[src/rtl/chroma_pkg.sv]
// Shared types and helpers for the chroma upsampler.
// Beats per block come from the latched sampling mode through nbeats().
package chroma_pkg;

  // Largest channel tag value; sets the default channel tag width.
  localparam int unsigned CH_MAX = 2;

  typedef enum logic [1:0] {
    MODE_444  = 2'b00,
    MODE_422  = 2'b01,
    MODE_420  = 2'b10,
    MODE_RSVD = 2'b11
  } mode_e;

  typedef enum logic [1:0] {
    CH_NONE = 2'd0,
    CH_CB   = 2'd1,
    CH_CR   = 2'd2
  } ch_e;

  typedef enum logic {
    StIdle = 1'b0,
    StEmit = 1'b1
  } state_e;

  // Output beats produced per source block; the reserved mode behaves as 4:4:4.
  function automatic logic [2:0] nbeats(mode_e mode);
    logic [2:0] n;
    case (mode)
      MODE_422: n = 3'd2;
      MODE_420: n = 3'd4;
      default:  n = 3'd1;
    endcase
    return n;
  endfunction

endpackage

[src/rtl/upsample_map.sv]
// Combinational sample replication: selects the source quadrant/half for the
// current beat and doubles each source sample horizontally (and vertically for 4:2:0).
module upsample_map
  import chroma_pkg::*;
#(
  parameter int unsigned PIX_W = 8,
  parameter int unsigned BLK   = 8
) (
  input  logic [BLK-1:0][BLK-1:0][PIX_W-1:0] i_block,
  input  mode_e                              i_mode,
  input  logic [1:0]                         i_idx,
  output logic [BLK-1:0][BLK-1:0][PIX_W-1:0] o_block
);

  localparam int unsigned H = BLK / 2;

  for (genvar r = 0; r < BLK; r++) begin : g_row
    for (genvar c = 0; c < BLK; c++) begin : g_col
      localparam int unsigned R2 = r / 2;
      localparam int unsigned C2 = c / 2;

      logic [PIX_W-1:0] w_pix;

      // Per-output-sample source select; all indices are elaboration constants.
      always_comb begin
        w_pix = i_block[r][c];
        case (i_mode)
          MODE_422: w_pix = i_idx[0] ? i_block[r][C2 + H] : i_block[r][C2];
          MODE_420: begin
            case (i_idx)
              2'd0:    w_pix = i_block[R2][C2];
              2'd1:    w_pix = i_block[R2][C2 + H];
              2'd2:    w_pix = i_block[R2 + H][C2];
              default: w_pix = i_block[R2 + H][C2 + H];
            endcase
          end
          default:  w_pix = i_block[r][c];
        endcase
      end

      assign o_block[r][c] = w_pix;
    end
  end

endmodule

[src/rtl/chroma_upsample_stream.sv]
// Streaming chroma upsampler: accepts one subsampled Cb/Cr block per handshake
// and emits 1, 2 or 4 full-resolution blocks, one per output beat.
// Define CHROMA_UPSAMPLE_SKID_EN to add a second (skid) buffer so a following
// block can be accepted while the current one is emitted (no idle bubble).
module chroma_upsample_stream
  import chroma_pkg::*;
#(
  parameter int unsigned PIX_W = 8,
  parameter int unsigned BLK   = 8,
  parameter int unsigned CH_W  = $clog2(CH_MAX + 1)
) (
  input  logic                              clock,
  input  logic                              reset_n,
  input  logic                              valid_in,
  output logic                              ready_in,
  input  logic [1:0]                        mode_in,
  input  logic [CH_W-1:0]                   ch_in,
  input  logic [BLK-1:0][BLK-1:0][PIX_W-1:0] block_in,
  output logic                              valid_out,
  input  logic                              ready_out,
  output logic [BLK-1:0][BLK-1:0][PIX_W-1:0] block_out,
  output logic [1:0]                        blk_idx,
  output logic [CH_W-1:0]                   ch_out,
  output logic                              last_out
);

  typedef logic [BLK-1:0][BLK-1:0][PIX_W-1:0] blk_t;

  state_e          r_state;
  state_e          w_state_next;
  blk_t            r_buf;
  mode_e           r_mode;
  logic [CH_W-1:0] r_ch;
  logic [1:0]      r_idx;

  logic [1:0]      w_last_idx;
  logic            w_in_fire;
  logic            w_out_fire;
  logic            w_fire_last;
  logic            w_load_in;
  logic            w_reload_skid;

`ifdef CHROMA_UPSAMPLE_SKID_EN
  blk_t            r_skid_buf;
  mode_e           r_skid_mode;
  logic [CH_W-1:0] r_skid_ch;
  logic            r_skid_full;
  logic            w_skid_wr;
`endif

  assign w_last_idx  = 2'(nbeats(r_mode) - 3'd1);
  assign w_in_fire   = valid_in && ready_in;
  assign w_out_fire  = valid_out && ready_out;
  assign w_fire_last = w_out_fire && (r_idx == w_last_idx);

`ifdef CHROMA_UPSAMPLE_SKID_EN
  assign w_reload_skid = w_fire_last && r_skid_full;
  // A block arriving on the final-beat handshake with an empty skid goes straight
  // into the main buffer; otherwise a block accepted during EMIT waits in skid.
  assign w_load_in     = w_in_fire && ((r_state == StIdle) || (w_fire_last && !r_skid_full));
  assign w_skid_wr     = w_in_fire && !w_load_in;
`else
  assign w_reload_skid = 1'b0;
  // ready_in is only high in IDLE, so every accept loads the main buffer.
  assign w_load_in     = w_in_fire;
`endif

  // FSM state register.
  always_ff @(posedge clock or negedge reset_n) begin
    if (!reset_n) begin
      r_state <= StIdle;
    end else begin
      r_state <= w_state_next;
    end
  end

  // FSM next-state: leave EMIT after the final beat unless another block is ready.
  always_comb begin
    w_state_next = r_state;
    case (r_state)
      StIdle: begin
        if (w_load_in) w_state_next = StEmit;
      end
      StEmit: begin
        if (w_fire_last && !w_load_in && !w_reload_skid) w_state_next = StIdle;
      end
      default: w_state_next = StIdle;
    endcase
  end

  // FSM outputs: everything registered-derived, no ready_out -> ready_in path.
  always_comb begin
    valid_out = (r_state == StEmit);
`ifdef CHROMA_UPSAMPLE_SKID_EN
    ready_in  = !r_skid_full;
`else
    ready_in  = (r_state == StIdle);
`endif
    last_out  = valid_out && (r_idx == w_last_idx);
    blk_idx   = r_idx;
    ch_out    = r_ch;
  end

  // Main buffer: loaded from the input port or from the skid buffer.
  always_ff @(posedge clock or negedge reset_n) begin
    if (!reset_n) begin
      r_buf  <= '0;
      r_mode <= MODE_444;
      r_ch   <= '0;
    end else if (w_load_in) begin
      r_buf  <= block_in;
      r_mode <= mode_e'(mode_in);
      r_ch   <= ch_in;
`ifdef CHROMA_UPSAMPLE_SKID_EN
    end else if (w_reload_skid) begin
      r_buf  <= r_skid_buf;
      r_mode <= r_skid_mode;
      r_ch   <= r_skid_ch;
`endif
    end
  end

  // Beat index: restarts on every new block, advances on each non-final handshake.
  always_ff @(posedge clock or negedge reset_n) begin
    if (!reset_n) begin
      r_idx <= 2'd0;
    end else if (w_load_in || w_reload_skid || w_fire_last) begin
      r_idx <= 2'd0;
    end else if (w_out_fire) begin
      r_idx <= r_idx + 2'd1;
    end
  end

`ifdef CHROMA_UPSAMPLE_SKID_EN
  // Skid buffer: a write wins over a simultaneous drain so the new block is kept.
  always_ff @(posedge clock or negedge reset_n) begin
    if (!reset_n) begin
      r_skid_buf  <= '0;
      r_skid_mode <= MODE_444;
      r_skid_ch   <= '0;
      r_skid_full <= 1'b0;
    end else if (w_skid_wr) begin
      r_skid_buf  <= block_in;
      r_skid_mode <= mode_e'(mode_in);
      r_skid_ch   <= ch_in;
      r_skid_full <= 1'b1;
    end else if (w_reload_skid) begin
      r_skid_full <= 1'b0;
    end
  end
`endif

  upsample_map #(
    .PIX_W (PIX_W),
    .BLK   (BLK)
  ) u_map (
    .i_block (r_buf),
    .i_mode  (r_mode),
    .i_idx   (r_idx),
    .o_block (block_out)
  );

endmodule
[config.mk]
export PLATFORM = sky130hd
export DESIGN_NAME = chroma_upsample_stream
export DESIGN_NICKNAME = d
export VERILOG_FILES = /design/src/rtl/chroma_pkg.sv /design/src/rtl/upsample_map.sv /design/src/rtl/chroma_upsample_stream.sv
export SDC_FILE = /design/constraint.sdc
export NUM_CORES = 2
export LEC_CHECK = 0
export CELL_PAD_IN_SITES_DETAIL_PLACEMENT = 1
export CELL_PAD_IN_SITES_GLOBAL_PLACEMENT = 1
export CORE_AREA = 3 3 401 403
export CTS_CLUSTER_SIZE = 28
export DETAILED_ROUTE_END_ITERATION = 7
export DIE_AREA = 0 0 404 406
export PLACE_DENSITY_LB_ADDON = 0.1
export SKIP_LAST_GASP = 1
export SLEW_MARGIN = 20
export SYNTH_ARGS = -nofsm -noshare
export SYNTH_HDL_FRONTEND = slang
export SYNTH_SLANG_ARGS = --single-unit
[constraint.sdc]
create_clock -name clock -period 5.1 [get_ports clock]
set_input_delay 1.53 -clock clock [delete_from_list [all_inputs] [get_ports clock]]
set_output_delay 1.53 -clock clock [all_outputs]
set_load 0.01 [all_outputs]
## Yosys cells after proc, flatten, opt, wreduce, memory -nomap -nowiden

Index checks and enable logic that the tools add are counted.

- Flip-flop bits (word level): 519
- Input port bits: 520
- Output and inout bits: 519
- Word-level logic and storage cells: 203

- Add/subtract/negate cells: 2
- Equal/unequal tests: 5
- Mux-type cells: 118
- Bitwise operators: 1
- Reduce and logical (&&, ||, !) cells: 9

Operators by type and width:

| kind | number |
|---|---|
| $pmux W8 S2 | 64 |
| $pmux W8 S3 | 16 |
| $mux W8 | 32 |
| $logic_and A1 B1 Y1 | 5 |
| $eq A2 B1 Y1 const B | 2 |
| $eq A2 B2 Y1 const B | 2 |
| $mux W2 | 2 |
| $pmux W2 S2 | 1 |
| $add A2 B1 Y2 const B | 1 |
| $eq A2 B2 Y1 | 1 |
| $logic_not A2 Y1 | 1 |
| $mux W1 | 2 |
| $pmux W1 S2 | 1 |
| $reduce_bool A2 Y1 | 1 |
| $sub A2 B1 Y2 const B | 1 |
| $logic_not A1 Y1 | 1 |
| $logic_or A1 B1 Y1 | 1 |
| $not A1 Y1 | 1 |

## Logic depth before layout (Yosys ltp)

- Depth after elaboration: 8
- Gate-level depth with buffers: 10
- Mapped depth without buffers: 5

## Hierarchy

A second synthesis with hierarchy kept.

- Cell total of the unflattened synthesis: 2951
- Area total of the unflattened synthesis: 31958.2 sq um

Modules (own cells, without submodules):

| module | times used | cells an instance | area an instance (sq um) | seq. area each (sq um) |
|---|---|---|---|---|
| chroma_upsample_stream | 1 | 1114 | 19658.9 | 12987.5 |
| upsample_map | 1 | 1837 | 12299.3 | 0.0 |

## Worst setup path before layout

No wires, ideal clock.

- Path kind: register to output
- Start: register r_idx[0], in the netlist blk_idx[0]
- End: output port block_out[144] in the netlist's numbering
- Data arrival time: 2103 ps
- Slack: 1467 ps
- Cell stages (with the launch flop): 11
- Cells stage by stage: dfrtp_1 buf_2 buf_2 buf_2 inv_1 ha_1 buf_4 clkbuf_1 a22oi_1 a221o_1 nand3_1

RTL lines:

| element | line | RTL |
|---|---|---|
| start: declaration | chroma_upsample_stream.sv:34 | `logic [1:0] r_idx;` |
| start signal: assignment | chroma_upsample_stream.sv:130 | `r_idx <= r_idx + 2'd1;` |
| end: declaration | chroma_upsample_stream.sv:21 | `output logic [BLK-1:0][BLK-1:0][PIX_W-1:0] block_out,` |

==> results.json <==
{
  "status": "finished, final reports clean",
  "areaGrowthSynthToFinish_pct": 48.5,
  "max-vdd-ir-drop_mv": 0.535,
  "grt_max_degree": 150,
  "cp_max_fo": 12,
  "synth_cells": 3510,
  "drv_slew": 0,
  "cts_max_level": 3,
  "finalNonFillerCells": 6667,
  "path_class": "register to output pin",
  "ys_ff_latch": 519,
  "cts_tree": "done",
  "relSlewSlack": 0.255,
  "grt_use_met1": 0.372,
  "cts-root-buf": "clkbuf_16",
  "die_h_um": 406,
  "netlist_area_um2": 33100,
  "crit_path_start_kind": "register",
  "drive_gt1_frac": 0.206,
  "hpwl_um": 189000,
  "synth_top_family_by_area": "multiplexers",
  "endpoint_kind": "output pin",
  "yosys.area_share.simple": 0.181,
  "ys_types": 27,
  "p_int_w": 0.0240,
  "yosys.area.top_type": "dfrtp_1",
  "core.rowCount": 146,
  "path_cells": "inv_1, ha_4, buf_4, buf_16, a22oi_1, a221o_1, buf_4, nand3_1, clkdlybuf4s50_1",
  "syn_nets": 4036,
  "nets": 5026,
  "die_w_um": 404,
  "drtPass1Iterations": 7,
  "antenna_left": 0,
  "swShare": 0.487,
  "final-hold-violation-count": 0,
  "power_leakage_nw": 21.5,
  "rsz0062_at_grt": "yes",
  "globalplace.congestion": 0.883,
  "synthXorXnorAreaFrac": 0.000530,
  "cts.hold.buffers_added": 0,
  "drv_cap": 0,
  "met3_usage": 0.0638,
  "slowest_stage": "clkdlybuf4s50_1",
  "antenna_found_initial": 67,
  "clockPowerShare": 0.117,
  "synth_warnings": 0,
  "synth.most_common_cell": "nand2_1",
  "ys.flop_type": "dfrtp_1",
  "grt_pass1_vias": 34200,
  "synth_area_leaders": "dfrtp_1 (39%), mux2_4 (14%), nand2_1 (10%)",
  "grt_util_met2": 0.449,
  "clk_path_buf_depth": 3,
  "drtIter0Drc": 2644,
  "dp_cells": 6479,
  "ys_seq_area_frac": 0.393,
  "synthAdderAreaFrac": 0.00227,
  "path_common_cell": "buf_4",
  "worst_pin_slew_ps": 1120,
  "clock_sinks": 519,
  "arrival_ps": 3530,
  "switchingPower_w": 0.0228,
  "pwr-share-comb": 0.676,
  "holdWs_ps": 532,
  "max_freq_mhz": 198,
  "slowest_delay_ps": 540,
  "start_util": 0.209,
  "grt-busiest-layer": "met2",
  "seq_power_share": 0.206,
  "die_area_um2": 164000,
  "fill_cells": 18000,
  "syn_area_per_cell_um2": 9.42,
  "clk_pin_slew_worst_paths_ps": 70,
  "route.detailed.drc": 0,
  "wl_per_cell_um": 35.9,
  "grt_pass1_wl_um": 316000,
  "grt.total_usage": 0.281,
  "numCtsBuffers": 76,
  "dr_total_vias": 33300,
  "synth_commonest_cells": "nand2_1 (901), dfrtp_1 (519), nand3_1 (513), mux2_4 (300), mux2_2 (266)",
  "synth_compound_area_frac": 0.108,
  "synthMuxAreaShare": 0.253,
  "period_share": 0.993,
  "netlist.area_leader.share": 0.393,
  "viasPerCell": 5.00,
  "core_area_um2": 158000,
  "portBuffers": 1038,
  "async_reset_ff_frac": 1.00,
  "critPathRequiredTime_ps": 3570,
  "synth-edff-count": 0,
  "setup_viol": 0,
  "drt_wl_total_um": 240000,
  "finalClockSkew_ps": 22.7,
  "finalCriticalPeriod_ps": 5060,
  "hold_class": "register to register",
  "power_density_nw_per_um2": 952,
  "grt.overflow.total": 0,
  "io-pin-count": 1039,
  "clock_latency_ps": 670
}
## layer usage
layer  up-vias  share of wire
li1      14400              -
met1     17300           0.44
met2      1301           0.46
met3       276          0.064
met4        14          0.037
met5         -        0.00039
## final cells by class
class | instances | area [um^2] | share of cell area
multi-input combinational | 2587 | 18200 | 0.371
antenna | 37 | 92.6 | 0.00189
inverter | 133 | 499 | 0.0102
sequential | 519 | 13000 | 0.265
clock inverter | 29 | 323 | 0.00657
tap | 2072 | 2590 | 0.0528
timing repair buffer | 1183 | 12200 | 0.249
clock buffer | 107 | 2160 | 0.0439
## timing repair
| item | in CTS | in global routing |
|---|---|---|
| gates cloned | 3 | 1 |
| endpoints found under the setup margin | 300 | 96 |
| resized for setup | 76 | 29 |
| setup buffers | 9 | 3 |
| pin swaps | 5 | 2 |
## sequential cells by signal, summed over array words and instances, names as in the netlist
name and count:
blk_idx 2, ch_out 2, r_buf 512, r_mode 2, valid_out 1
## power groups by stage
| stage | Clock, W | Combinational, W | Sequential (W) |
|---|---|---|---|
| finish | 0.00548 | 0.0316 | 0.00965 |
| CTS | 0.00564 | 0.0318 | 0.00957 |
| global route | 0.00578 | 0.0332 | 0.00985 |
| detailed placement | 0 | 0.0313 | 0.00961 |
| floorplan | 0 | 0.0142 | 0.00768 |
| global placement | 0 | 0.0313 | 0.00962 |
## cell usage in the layout, fill, tap and decap left out, types with 76 or more instances in the layout
cell type        Yosys  layout
mux2_1              76      76
clkdlybuf4s50_1      0     993
nand3_1            513     504
o21ai_0            113     113
a21oi_1            128     128
mux2_4             300     300
a22oi_1            128     128
inv_1              133     132
mux2_2             266     266
buf_4                5     110
clkbuf_16            0      77
dfrtp_1            519     517
nand2_1            901     901
## cells by family (layout without fill, tap and decap cells)
| kind of cell | count (synthesis) | in the layout |
|---|---|---|
| compound gates | 517 | 517 |
| xor+xnor | 2 | 2 |
| fa+ha+maj | 6 | 6 |
| buf+inv | 404 | 1452 |
| flops | 519 | 519 |
| mux | 643 | 643 |
| other cells | 0 | 37 |
| simple gates | 1419 | 1419 |
## path summary, 6_finish.rpt
kind	start	end	slack, ps	cells past startpoint
worst max-delay path	blk_idx[1]	block_out[260]	40	9
worst min register to register	ch_out[0]	ch_out[0]	530	1
min in group asynchronous	reset_n	ch_out[1]	900	1
max in group asynchronous	reset_n	r_buf[284]	3000	2
worst min-delay path	ch_out[0]	ch_out[0]	530	1
worst max register to register	r_mode[0]	blk_idx[0]	2630	7
## critical path: cells and delay by family, from the launching register on
family | cells | cell delay [ps]
AND/OR/NAND/NOR | 1 | 190
adder cells (fa/ha/maj) | 1 | 220
buffers and inverters | 5 | 1230
AO/OA/AOI/OAI | 2 | 710
flip-flops | 1 | 470
## through the flow
stage | instance area [um^2] | worst slack (ps) | total power (W) | utilization | setup TNS [ps]
after CTS | 48900 | -49.1 | 0.0470 | 0.310 | -187
after global placement | 46100 | 345 | 0.0409 | 0.292 | 0
after floorplan | 33100 | 1470 | 0.0219 | - | 0
final | 49100 | 37.1 | 0.0468 | 0.311 | 0
after detailed placement | 46100 | 338 | 0.0409 | 0.292 | 0
after global routing | 49100 | -1.43 | 0.0488 | 0.311 | -2.77
No activity file was read; power rests on OpenSTA's default activity.
